===== src/rtl/ysyx_pkg.sv =====
// ysyx_pkg: arbiter FSM states, AXI response codes and strobe-to-size decode
package ysyx_pkg;
  typedef enum logic [2:0] {IDLE, I_AR, I_R, D_AR, D_R, D_AW, D_B} arb_state_e;
  localparam logic [1:0] AXI_RESP_OKAY = 2'b00;
  function automatic logic [2:0] strb2size(input logic [7:0] s);
    return s == 8'h01 ? 3'd0 : s == 8'h03 ? 3'd1 : s == 8'h0f ? 3'd2 : 3'd3;
  endfunction
endpackage


===== src/rtl/ysyx_mem_arb_rr.sv =====
// ysyx_mem_arb_rr: 2-way alternating picker; req_i/req_d in, last_d (1 = D won last), gnt_i/gnt_d out
module ysyx_mem_arb_rr (
  input  logic req_i,
  input  logic req_d,
  input  logic last_d,
  output logic gnt_i,
  output logic gnt_d
);
  assign gnt_i = req_i & (~req_d | last_d);
  assign gnt_d = req_d & (~req_i | ~last_d);
endmodule


===== src/rtl/ysyx_mem_arb.sv =====
// ysyx_mem_arb: I-refill and D load/store requesters onto one AXI4 master, one outstanding txn, alternating priority, sticky bus_err
module ysyx_mem_arb
  import ysyx_pkg::*;
#(
  parameter int XLEN          = 32,
  parameter int L1I_BURST_LEN = 3
) (
  input  logic              clock,
  input  logic              reset,
  input  logic              ifu_arvalid,
  input  logic [XLEN-1:0]   ifu_araddr,
  output logic              ifu_rready,
  output logic [XLEN-1:0]   ifu_rdata,
  output logic              ifu_rvalid,
  output logic              ifu_rlast,
  input  logic              lsu_arvalid,
  input  logic [XLEN-1:0]   lsu_araddr,
  input  logic [7:0]        lsu_rstrb,
  output logic              lsu_rready,
  output logic [XLEN-1:0]   lsu_rdata,
  output logic              lsu_rvalid,
  output logic              lsu_rlast,
  input  logic              lsu_awvalid,
  input  logic [XLEN-1:0]   lsu_awaddr,
  input  logic              lsu_wvalid,
  input  logic [XLEN-1:0]   lsu_wdata,
  input  logic [7:0]        lsu_wstrb,
  output logic              lsu_wready,
  output logic              mem_arvalid,
  input  logic              mem_arready,
  output logic [XLEN-1:0]   mem_araddr,
  output logic [7:0]        mem_arlen,
  output logic [2:0]        mem_arsize,
  input  logic              mem_rvalid,
  output logic              mem_rready,
  input  logic [XLEN-1:0]   mem_rdata,
  input  logic [1:0]        mem_rresp,
  input  logic              mem_rlast,
  output logic              mem_awvalid,
  input  logic              mem_awready,
  output logic [XLEN-1:0]   mem_awaddr,
  output logic [2:0]        mem_awsize,
  output logic              mem_wvalid,
  input  logic              mem_wready,
  output logic [XLEN-1:0]   mem_wdata,
  output logic [XLEN/8-1:0] mem_wstrb,
  output logic              mem_wlast,
  input  logic              mem_bvalid,
  output logic              mem_bready,
  input  logic [1:0]        mem_bresp,
  output logic              bus_err
);
  arb_state_e st_q, st_d;
  logic last_d_q, last_d_d;
  logic [XLEN-1:0] addr_q, addr_d, wdata_q, wdata_d;
  logic [XLEN/8-1:0] wstrb_q, wstrb_d;
  logic [7:0] len_q, len_d;
  logic [2:0] size_q, size_d;
  logic aw_done_q, aw_done_d, w_done_q, w_done_d;
  logic irdy_q, irdy_d, lrdy_q, lrdy_d, wrdy_q, wrdy_d;
  logic bus_err_q, bus_err_d;
  logic store, gnt_i, gnt_d, aw_ok, w_ok;
  // the LSU sees lsu_wready one cycle late, so its store is still visible during the pulse
  assign store = lsu_awvalid & lsu_wvalid & ~wrdy_q;
  ysyx_mem_arb_rr u_rr (
    .req_i (ifu_arvalid),
    .req_d (store | (lsu_arvalid & ~wrdy_q)),
    .last_d(last_d_q),
    .gnt_i (gnt_i),
    .gnt_d (gnt_d)
  );
  assign aw_ok = aw_done_q | (mem_awvalid & mem_awready);
  assign w_ok  = w_done_q | (mem_wvalid & mem_wready);
  always_comb begin
    st_d      = st_q;
    last_d_d  = last_d_q;
    addr_d    = addr_q;
    len_d     = len_q;
    size_d    = size_q;
    wdata_d   = wdata_q;
    wstrb_d   = wstrb_q;
    irdy_d    = st_q == I_AR & mem_arready;
    lrdy_d    = st_q == D_AR & mem_arready;
    wrdy_d    = st_q == D_B & mem_bvalid;
    bus_err_d = bus_err_q | (mem_rvalid & mem_rready & mem_rresp != AXI_RESP_OKAY)
                          | (mem_bvalid & mem_bready & mem_bresp != AXI_RESP_OKAY);
    case (st_q)
      IDLE: begin
        if (gnt_i) begin
          st_d     = I_AR;
          last_d_d = 1'b0;
          addr_d   = ifu_araddr;
          len_d    = 8'(L1I_BURST_LEN);
          size_d   = 3'd2;
        end else if (gnt_d) begin
          st_d     = store ? D_AW : D_AR;
          last_d_d = 1'b1;
          addr_d   = store ? lsu_awaddr : lsu_araddr;
          len_d    = 8'd0;
          size_d   = strb2size(store ? lsu_wstrb : lsu_rstrb);
          wdata_d  = lsu_wdata;
          wstrb_d  = lsu_wstrb[XLEN/8-1:0];
        end
      end
      I_AR:    st_d = mem_arready ? I_R : I_AR;
      I_R:     st_d = mem_rvalid & mem_rlast ? IDLE : I_R;
      D_AR:    st_d = mem_arready ? D_R : D_AR;
      D_R:     st_d = mem_rvalid & mem_rlast ? IDLE : D_R;
      D_AW:    st_d = aw_ok & w_ok ? D_B : D_AW;
      D_B:     st_d = mem_bvalid ? IDLE : D_B;
      default: st_d = IDLE;
    endcase
    aw_done_d = st_d == D_AW & aw_ok;
    w_done_d  = st_d == D_AW & w_ok;
  end
  always_ff @(posedge clock or negedge reset) begin
    if (!reset) begin
      st_q      <= IDLE;
      last_d_q  <= 1'b1;
      addr_q    <= '0;
      len_q     <= '0;
      size_q    <= '0;
      wdata_q   <= '0;
      wstrb_q   <= '0;
      aw_done_q <= 1'b0;
      w_done_q  <= 1'b0;
      irdy_q    <= 1'b0;
      lrdy_q    <= 1'b0;
      wrdy_q    <= 1'b0;
      bus_err_q <= 1'b0;
    end else begin
      st_q      <= st_d;
      last_d_q  <= last_d_d;
      addr_q    <= addr_d;
      len_q     <= len_d;
      size_q    <= size_d;
      wdata_q   <= wdata_d;
      wstrb_q   <= wstrb_d;
      aw_done_q <= aw_done_d;
      w_done_q  <= w_done_d;
      irdy_q    <= irdy_d;
      lrdy_q    <= lrdy_d;
      wrdy_q    <= wrdy_d;
      bus_err_q <= bus_err_d;
    end
  end
  assign mem_arvalid = st_q == I_AR | st_q == D_AR;
  assign mem_araddr  = addr_q;
  assign mem_arlen   = len_q;
  assign mem_arsize  = size_q;
  assign mem_rready  = st_q == I_R | st_q == D_R;
  assign ifu_rvalid  = st_q == I_R & mem_rvalid;
  assign ifu_rlast   = ifu_rvalid & mem_rlast;
  assign ifu_rdata   = st_q == I_R ? mem_rdata : '0;
  assign ifu_rready  = irdy_q;
  assign lsu_rvalid  = st_q == D_R & mem_rvalid & mem_rlast;
  assign lsu_rlast   = lsu_rvalid;
  assign lsu_rdata   = st_q == D_R ? mem_rdata : '0;
  assign lsu_rready  = lrdy_q;
  assign mem_awvalid = st_q == D_AW & ~aw_done_q;
  assign mem_awaddr  = addr_q;
  assign mem_awsize  = size_q;
  assign mem_wvalid  = st_q == D_AW & ~w_done_q;
  assign mem_wlast   = mem_wvalid;
  assign mem_wdata   = wdata_q;
  assign mem_wstrb   = wstrb_q;
  assign mem_bready  = st_q == D_B;
  assign lsu_wready  = wrdy_q;
  assign bus_err     = bus_err_q;
endmodule

===== config.mk =====
export PLATFORM = sky130hd
export DESIGN_NAME = ysyx_mem_arb
export DESIGN_NICKNAME = d
export VERILOG_FILES = /design/src/rtl/ysyx_pkg.sv /design/src/rtl/ysyx_mem_arb_rr.sv /design/src/rtl/ysyx_mem_arb.sv
export SDC_FILE = /design/constraint.sdc
export NUM_CORES = 1
export LEC_CHECK = 0
export ABC_AREA = 1
export BUFFER_PORTS_ARGS = -buffer_cell sky130_fd_sc_hd__buf_4
export CAP_MARGIN = 20
export CELL_PAD_IN_SITES_DETAIL_PLACEMENT = 0
export CELL_PAD_IN_SITES_GLOBAL_PLACEMENT = 1
export CORE_MARGIN = 8
export CORE_UTILIZATION = 25
export CTS_BUF_LIST = sky130_fd_sc_hd__clkbuf_8
export DETAILED_ROUTE_END_ITERATION = 8
export GPL_ROUTABILITY_DRIVEN = 1
export PLACE_DENSITY_LB_ADDON = 0.1
export SETUP_SLACK_MARGIN = 0.3
export SLEW_MARGIN = 20
export SYNTH_ARGS = -nofsm -noshare
export SYNTH_HDL_FRONTEND = slang
export SYNTH_SLANG_ARGS = --single-unit

===== constraint.sdc =====
create_clock -name clock -period 1.9 [get_ports clock]
set_clock_uncertainty 0.05 [all_clocks]
set_input_delay 0.095 -clock clock [delete_from_list [all_inputs] [get_ports clock]]
set_output_delay 0.095 -clock clock [all_outputs]
set_load 0.02 [all_outputs]

==> impl_results.md, run 1 <==
* Leak at 0.00557 uW
* FFs w/ async S/R, synth at 1.00
* Syn avg cell area at 7.13 sq um
* Initial Util at 0.254
* Achievable frequency at 574 MHz
* Post-route minimum period at 1.74 ns
* Crit Path Class: reg2out
* Post-synth top area share at 0.440
* Pwr dens at 1330 nW/um^2
* Total gr overflow at 0
* Worst path arrival time at 1.60 ns
* Post-Syn Area at 4550 sq um
* Post-Layout Cell Count at 1380
* Clock Latency Late Sink at 0.36 ns
* DR top layer: met4
* GP Congestion at 0.763
* Reg clk slew, reported paths at 0.08 ns
* Dpl cells at 1185
* Sequential fraction of the synthesis area at 0.446
* Crit end category: output pin
* Antenna violations before repair at 0
* Core Footprint at 17900 sq um
* Largest net degree at the start of global routing at 82
* First-pass GRT wire length at 34.5 mm
* Detailed-route DRC error count at 0
* Worst hold path class: in2reg
* Synth Instances at 638
* Layout area overhead at 128%
* CTS Root Cell: clkbuf_8
* Via count at 6100
* Die Width at 151 microns
* Vias in the first global route at 5958
* Synth warn at 0
* Post-synth EDFFs at 0
* GRT Overall Usage at 0.194
* DR WL met2 at 13.9 mm
* Die Area at 22800 sq um
* Top cells by area, synth: dfrtp_1 (44%), nand2_1 (19%), buf_4 (7.9%)
* Drt pass-1 iters at 4
* Number of failing hold endpoints at the final stage at 0
* Max-Cap Viols at 0
* Maximum clock path buffer count at 2
* IR drop worst, VDD at 868 uV
* RSZ-0062 raised after global routing: true
* Commonest non-fill, non-tap cell in the layout: buf_4
* Vias per cell at 4.42
* Final worst setup slack at 0.158 ns
* Run status: complete, no violations
* Most frequent cells in the layout: buf_4 (369), nand2_1 (142), dlygate4sd3_1 (141)
* Setup TNS at 0 ns
* Critical path startpoint category: register
* WP data required at 1.75 ns
* ANT nets after route at 0
* Layout cell share with drive strength beyond 1 at 0.503
* Ports at 384
* Dpl hpwl at 17.0 mm
* CTS tree: done
* Area leader, netlist: dfrtp_1
* M1 wire length at 9.98 mm
* Final setup violation count at 0
* Yosys reg bits at 81
* Metal3 WL at 2.22 mm
* Post-Route WL at 26.5 mm
* CTS Sinks at 81
* H-tree depth at 3
* Distinct cells, synth at 28
* Die H at 151 microns
* Starting DRT DRC Count at 216
* Pins Over Slew Limit at 0
* Primary FF master, synth: dfrtp_1
* TritonCTS Buffers at 9
* Site Rows at 49
* Core Util, Final at 0.579
* Critical path peak fanout at 13
* Place WS at 0.125 ns
* Final period util at 0.917
* IO buf count at 375
* # fillers at 1570
* Routed len/inst at 19.2 microns
* Final net count at 1338
==> stage by stage <==
step,hold slack (ns),area (sq um),total power [uW]
2_1_floorplan,-0.251,4570,7070
3_3_place_gp,0.128,7330,9930
3_5_place_dp,0.123,7330,9920
4_1_cts,0.0385,9080,11700
5_1_grt,0.0738,10400,14500
6_report,0.0643,10400,13700
==> path summary, 6_finish.rpt <==
kind | start | end | slack [ns] | depth (start not counted)
worst max-delay path | st_q[1] | lsu_rdata[12] | 0.16 | 7
worst min-delay path | mem_awready | aw_done_q | 0.06 | 5
worst max register to register | st_q[1] | mem_wdata[28] | 0.20 | 9
worst min register to register | last_d_q | last_d_q | 0.41 | 2
max in group asynchronous | reset | st_q[2] | 1.16 | 3
min in group asynchronous | reset | mem_araddr[18] | 0.24 | 3
==> final cells by class <==
type                       instances  area [sq um]  area share
clock inverter                     6          66.3     0.00639
sequential                        81          2030       0.196
multi-input combinational        431          2490       0.240
inverter                          58           243      0.0234
tap                              229           287      0.0276
timing repair buffer             565          5130       0.495
clock buffer                       9           124      0.0119
antenna                            1          2.50    0.000241
==> synthesized netlist by cell type (2+ instances only) <==
master and instances:
nand4_1 38, inv_2 4, nand3_1 38, dfrtp_1 80, buf_2 15, inv_1 52, nand3b_1 2, buf_4 48
nor2_1 90, buf_6 2, clkbuf_1 11, nand2_1 232, o21ai_0 10, clkinv_1 2
==> state kept, by name (all words and copies together), names as in the netlist, 2 cells and up <==
name	count
mem_wdata	32
mem_araddr	32
mem_wstrb	4
st_q	3
mem_arsize	2
==> critical path, stage by stage (launching register included) <==
cell and delay [ns]:
dfrtp_1 0.43, inv_2 0.10, nand2_4 0.07, nor2_4 0.12
clkinv_4 0.10, buf_6 0.16, nor2_1 0.10, buf_4 0.16
==> where the power goes <==
group	total, uW	switching [uW]	internal, uW
clock	1320	709	608
combinational	9270	5070	4200
sequential	3160	664	2500
total	13700	6450	7300
==> what timing repair did <==
action                                  in CTS  in global routing
endpoints found under the setup margin     109                144
endpoints found under the hold margin      155                  0
setup buffers                                4                 12
gates cloned                                 1                 21
resized for setup                           23                226
pin swaps                                    2                 26
hold buffers                               141                  0
==> per-layer routing <==
metal	vias up	global-route usage
li1	2961	-
met1	2860	0.228
met2	254	0.340
met3	25	0.0574
met4	0	0.0470
met5	-	0
==> kinds of logic after synthesis <==
| logic type | after synthesis | share of synthesized area |
|---|---|---|
| compound gates | 16 | 0.0206 |
| buf+inv | 134 | 0.158 |
| flops | 81 | 0.446 |
| other cells | 1 | 0.000825 |
| simple gates | 406 | 0.375 |
No activity file was read; power rests on OpenSTA's default activity.
==> run 2: changes to the inputs <==
--- a/config.mk
+++ b/config.mk
@@ -16,6 +16,7 @@
 export DETAILED_ROUTE_END_ITERATION = 8
 export GPL_ROUTABILITY_DRIVEN = 1
 export PLACE_DENSITY_LB_ADDON = 0.1
+export RECOVER_POWER = 100
 export SETUP_SLACK_MARGIN = 0.3
 export SLEW_MARGIN = 20
 export SYNTH_ARGS = -nofsm -noshare
==> impl_results.md, run 2 (synthesized netlist as in run 1, its figures left out) <==
* Run status: complete, no violations
* WP data required at 2.12 ns (+0.37 ns)
* IR drop worst, VDD at 822 uV (-5.3%)
* Final net count at 1338 (unchanged)
* GP Congestion at 0.763 (unchanged)
* IO buf count at 375 (unchanged)
* R2R Setup Slk at 0.10 ns (-0.10 ns)
* Post-route minimum period at 1.80 ns (+0.0560 ns)
* Via count at 6037 (-1.0%)
* Worst Hold Path EP: aw_done_q
* Post-Route WL at 26.4 mm (-0.46%)
* Clock Latency Late Sink at 0.36 ns (about the same)
* GRT Overall Usage at 0.194 (unchanged)
* Worst hold slack at 0.0659 ns (+0.00157 ns)
* Relative slew slack at 0.199
* Commonest non-fill, non-tap cell in the layout: buf_4
* Die Width at 151 microns (unchanged)
* FF-to-FF Start: st_q[1]
* Critical path startpoint category: register
* Worst hold path class: in2reg
* Final period util at 0.946 (+0.0295)
* TritonCTS Buffers at 9 (unchanged)
* Min-delay src: mem_awready
* Reg clk slew, reported paths at 0.09 ns (about the same)
* Most frequent cells in the layout: buf_4 (228), nand2_1 (145), dlygate4sd3_1 (141)
* Achievable frequency at 556 MHz (-3.1%)
* Worst path arrival time at 2.01 ns (+0.41 ns)
* CTS tree: done
* Pins Over Slew Limit at 0 (unchanged)
* Slew @ Worst Pin at 1.20 ns
* Core Footprint at 17900 sq um (unchanged)
* H-tree depth at 3 (unchanged)
* Die Area at 22800 sq um (unchanged)
* Crit Path Class: reg2reg
* Final worst setup slack at 0.102 ns (-0.0560 ns)
* Starting DRT DRC Count at 209 (-3.2%)
* Layout cell share with drive strength beyond 1 at 0.402 (-0.102)
* Vias in the first global route at 5958 (unchanged)
* Crit end category: register
* Final setup violation count at 0 (unchanged)
* Largest net degree at the start of global routing at 82 (unchanged)
* CTS Sinks at 81 (unchanged)
* Initial Util at 0.254 (unchanged)
* Vias per cell at 4.37 (-1.0%)
* Pwr dens at 1280 nW/um^2 (-3.1%)
* ANT nets after route at 0 (unchanged)
* Max-Cap Viols at 0 (unchanged)
* Drt pass-1 iters at 5 (+1)
* Hold depth at 5 (unchanged)
* Leak at 0.00505 uW (-9.3%)
* Antenna violations before repair at 0 (unchanged)
* Setup TNS at 0 ns (unchanged)
* Critical path peak fanout at 6 (-7)
* Total gr overflow at 0 (unchanged)
* RR Endpoint: mem_wdata[28]
* Detailed-route DRC error count at 0 (unchanged)
* Place WS at 0.125 ns (unchanged)
* Routed len/inst at 19.1 microns (-0.46%)
* Ports at 384 (unchanged)
* First-pass GRT wire length at 34.5 mm (unchanged)
* Number of failing hold endpoints at the final stage at 0 (unchanged)
* Maximum clock path buffer count at 2 (unchanged)
* Site Rows at 49 (unchanged)
* Layout area overhead at 113%
* CTS Root Cell: clkbuf_8
* Dpl hpwl at 17.0 mm (unchanged)
* Reg2Reg Depth at 9 (unchanged)
* Die H at 151 microns (unchanged)
* RSZ-0062 raised after global routing: true
## run 2: critical path, cell delays in order, from the launching register on
cell	delay, ns
dfrtp_1	0.43
inv_2	0.10
nand2_4	0.07
buf_6	0.12
nor2_4	0.10
nand3_2	0.19
clkbuf_4	0.27
clkbuf_16	0.18
nand2_1	0.11
nand2_2	0.07
## run 2: report_power, final
part / internal, uW / switching [uW] / total [uW]
combinational: 3010 / 4990 / 8000
sequential: 2500 / 631 / 3130
clock: 608 / 705 / 1310
## run 2: area by class of cell
class / instances / area, sq um
Antenna cell: 1 / 2.50
Sequential cell: 81 / 2030
Fill cell: 1762 / 8220
Tap cell: 229 / 287
Clock buffer: 9 / 124
Inverter: 58 / 243
Timing Repair Buffer: 565 / 4480
Multi-Input combinational cell: 431 / 2460
Clock inverter: 6 / 66.3
## run 2: repair_timing
item                                    4_1_cts  5_1_grt
endpoints found under the setup margin      109      144
setup buffers                                 4       12
endpoints found under the hold margin       155        0
gates resized for setup                      23      226
pin swaps                                     2       26
cloned                                        1       21
hold buffers                                141        0
## run 2: routing by layer
| metal | vias to the layer above | routed length (microns) | global-route usage |
|---|---|---|---|
| li1 | 2958 | - | - |
| met3 | 24 | 2100 | 0.0574 |
| met2 | 233 | 13900 | 0.340 |
| met5 | - | 0 | 0 |
| met4 | 0 | 375 | 0.0470 |
| met1 | 2822 | 10000 | 0.228 |
## run 2: per-stage QoR
step / instances / cell area (sq um) / power (uW) / util
2_1_floorplan: 645 / 4570 / 7070 / -
3_3_place_gp: 1185 / 7330 / 9930 / 0.409
3_5_place_dp: 1185 / 7330 / 9920 / 0.409
4_1_cts: 1346 / 9080 / 11700 / 0.507
5_1_grt: 1379 / 9680 / 13300 / 0.541
6_report: 1380 / 9690 / 12400 / 0.541
## run 2: how the worst max path moves through the flow
stage,slack (ns),cells past startpoint,start,endpoint
finish,0.10,9,st_q[1],mem_wdata[28]
global route,0.009,9,st_q[1],mem_wdata[28]
CTS,0.08,7,st_q[0],ifu_rdata[21]
detailed placement,0.13,7,st_q[1],mem_araddr[16]
global placement,0.18,7,st_q[1],mem_araddr[8]
floorplan,0.31,6,st_q[2],lsu_rvalid
==> run 3: changes to the inputs <==
--- a/config.mk
+++ b/config.mk
@@ -8,17 +8,14 @@
 export ABC_AREA = 1
 export BUFFER_PORTS_ARGS = -buffer_cell sky130_fd_sc_hd__buf_4
 export CAP_MARGIN = 20
-export CELL_PAD_IN_SITES_DETAIL_PLACEMENT = 0
-export CELL_PAD_IN_SITES_GLOBAL_PLACEMENT = 1
-export CORE_MARGIN = 8
-export CORE_UTILIZATION = 25
+export CORE_AREA = 8 8 145 147
 export CTS_BUF_LIST = sky130_fd_sc_hd__clkbuf_8
 export DETAILED_ROUTE_END_ITERATION = 8
+export DIE_AREA = 0 0 153 155
 export GPL_ROUTABILITY_DRIVEN = 1
-export PLACE_DENSITY_LB_ADDON = 0.1
 export RECOVER_POWER = 100
 export SETUP_SLACK_MARGIN = 0.3
-export SLEW_MARGIN = 20
+export SLEW_MARGIN = 30
 export SYNTH_ARGS = -nofsm -noshare
 export SYNTH_HDL_FRONTEND = slang
 export SYNTH_SLANG_ARGS = --single-unit
==> impl_results.md, run 3 (synthesized netlist as in run 1, its figures left out) <==
* Number of failing hold endpoints at the final stage at 0 (unchanged)
* Min-delay src: mem_wready
* Die Width at 153 microns (+1.4%)
* TritonCTS Buffers at 9 (unchanged)
* Die Area at 23700 sq um (+4.2%)
* Commonest non-fill, non-tap cell in the layout: nand2_1
* DR top layer: met4
* Relative slew slack at 0.570 (+0.371)
* Worst hold path class: in2reg
* Run status: complete, no violations
* IO buf count at 375 (unchanged)
* Worst hold slack at 0.0823 ns (+0.0164 ns)
* CTS tree: done
* Initial Util at 0.240 (-0.0141)
* Layout cell share with drive strength beyond 1 at 0.342 (-0.0600)
* Clock Latency Late Sink at 0.36 ns (about the same)
* Dpl hpwl at 16.4 mm (-3.4%)
* Largest net degree at the start of global routing at 40 (-51%)
* CP Launch Point: st_q[2]
* Routed len/inst at 18.8 microns (-1.7%)
* Vias in the first global route at 6539 (+9.8%)
* Final net count at 1340 (+0.15%)
* Maximum clock path buffer count at 2 (unchanged)
* Clock network power share at 0.115 (+0.009)
* Layout area overhead at 108%
* Placed instance area at 7390 sq um (+0.87%)
* Crit-path cells: buf_6, nor2_4, clkinv_4, buf_4, nor2_2, buf_6
* Vias per cell at 4.57 (+4.4%)
* Starting DRT DRC Count at 305 (+46%)
* Metal3 WL at 1.91 mm (-9.1%)
* Post-route minimum period at 1.80 ns (+0.00437 ns)
* ANT nets after route at 0 (unchanged)
* Comb pwr share at 0.631 (-0.012)
* Most numerous cell on the critical path: buf_6
* Critical path startpoint category: register
* Critical path's largest stage delay at 0.42 ns (about the same)
* Sw frac at 0.506 (-0.00243)
* Crit Path Class: reg2out
* Crit end category: output pin
* H-tree depth at 3 (unchanged)
* Psw at 6130 uW (-3.1%)
* First-pass GRT wire length at 36.7 mm (+6.5%)
* Via count at 6360 (+5.4%)
* Worst path arrival time at 1.66 ns (-0.35 ns)
* CTS Root Cell: clkbuf_8
* Slew @ Worst Pin at 0.645 ns (-0.557 ns)
* Final worst setup slack at 0.0975 ns (-0.00437 ns)
* Ports at 384 (unchanged)
* Pins Over Slew Limit at 0 (unchanged)
* M1 wire length at 9.97 mm (-0.60%)
* Die H at 155 microns (+2.7%)
* Place WS at 0.117 ns (-0.00821 ns)
* GP Congestion at 0.842 (+10%)
* GRT Overall Usage at 0.195 (+0.000828)
* Achievable frequency at 555 MHz (-0.24%)
* RSZ-0062 raised after global routing: true
* Core Footprint at 19000 sq um (+5.9%)
* Most frequent cells in the layout: nand2_1 (223), buf_4 (207), dlygate4sd3_1 (140)
* Setup TNS at 0 ns (unchanged)
* Buf/Inv on CP at 4 (unchanged)
* Final setup violation count at 0 (unchanged)
* CP top delay family: buffers and inverters
* Pwr dens at 1280 nW/um^2 (about the same)
* WP data required at 1.75 ns (-0.37 ns)
* Share of power burned in registers at 0.254 (+0.003)
* CP max stage cell: dfrtp_1
* FF-to-FF Start: st_q[2]
* Site Rows at 51 (+4.1%)
* Detailed-route DRC error count at 0 (unchanged)
* Reg clk slew, reported paths at 0.09 ns (about the same)
* Post-Route WL at 26.1 mm (-0.82%)
* P_int at 5980 uW (-2.1%)
* Critical path peak fanout at 8 (+2)
* Max-Cap Viols at 0 (unchanged)
* Overall Power at 12100 uW (-2.6%)
* Total gr overflow at 0 (unchanged)
* Post-route cell area at 9440 sq um (-2.5%)
* DR WL met2 at 13.3 mm (-4.1%)
* Leak at 0.00469 uW (-7.2%)
* Drt pass-1 iters at 5 (unchanged)
* IR drop worst, VDD at 696 uV (-15%)
* Final period util at 0.949 (+0.00230)
* CTS Sinks at 81 (unchanged)
* Antenna violations before repair at 0 (unchanged)
==> run 3: cell count changes in the layout (fill, tap and decap cells not counted), moves of 5 or more <==
| cell | change |
|---|---|
| clkbuf_1 | +8 |
| buf_6 | +9 |
| clkbuf_2 | +5 |
| clkbuf_16 | -7 |
| nor2_1 | -21 |
| nand2_2 | -35 |
| nand2_4 | -43 |
| nor2_2 | -5 |
| nor2_4 | +26 |
| nand2_1 | +78 |
| buf_4 | -21 |
==> run 3: worst paths after layout <==
| path | slack [ns] | end | cells past startpoint |
|---|---|---|---|
| worst max register to register | 0.13 | mem_araddr[10] | 8 |
| worst min register to register | 0.42 | last_d_q | 2 |
| min in group asynchronous | 0.25 | mem_wdata[10] | 2 |
| worst max-delay path | 0.1 | ifu_rdata[1] | 6 |
| worst min-delay path | 0.08 | w_done_q | 5 |
| max in group asynchronous | 0.48 | mem_araddr[28] | 3 |
==> run 3: power groups by stage <==
| stage | Combinational [uW] | Sequential [uW] | Clock (uW) |
|---|---|---|---|
| floorplan | 3240 | 3840 | 0 |
| global placement | 6770 | 3110 | 0 |
| detailed placement | 6870 | 3110 | 0 |
| CTS | 8010 | 3090 | 1460 |
| global route | 8180 | 3160 | 1510 |
| finish | 7640 | 3080 | 1390 |
==> run 3: final cells by class <==
class	count	area, sq um
flip-flops and latches	81	2030
multi-input cells	431	2210
inverters	58	243
clock inverters	5	62.6
repair buffers	567	4450
clock buffers	11	151
well taps	238	298
diodes	1	2.50
fillers	1834	9510
==> run 3: worst register-to-register path: cells and delay by family, from the launching register on <==
kind,cells,cell delay (ns)
AO/OA/AOI/OAI,1,0.19
buffers and inverters,4,0.66
flip-flops,1,0.42
AND/OR/NAND/NOR,3,0.34
==> run 3: per-stage QoR <==
stage / std cells / util
global placement: 1194 / 0.389
CTS: 1369 / 0.502
finish: 1392 / 0.498
global route: 1391 / 0.498
detailed placement: 1195 / 0.390
floorplan: 645 / -
==> run 3: layer usage <==
metal / vias to the layer above / track usage
met5: - / 0
met4: 0 / 0.0740
met3: 61 / 0.0644
met2: 335 / 0.345
met1: 3012 / 0.215
li1: 2952 / -
==> run 3: what timing repair did <==
item | CTS | global route
endpoints found under the setup margin | 136 | 121
pin swaps | 3 | 6
hold buffers | 140 | 0
hold endpoints to repair | 153 | 0
gates cloned | 6 | 14
setup buffers | 12 | 8
resized for setup | 65 | 116
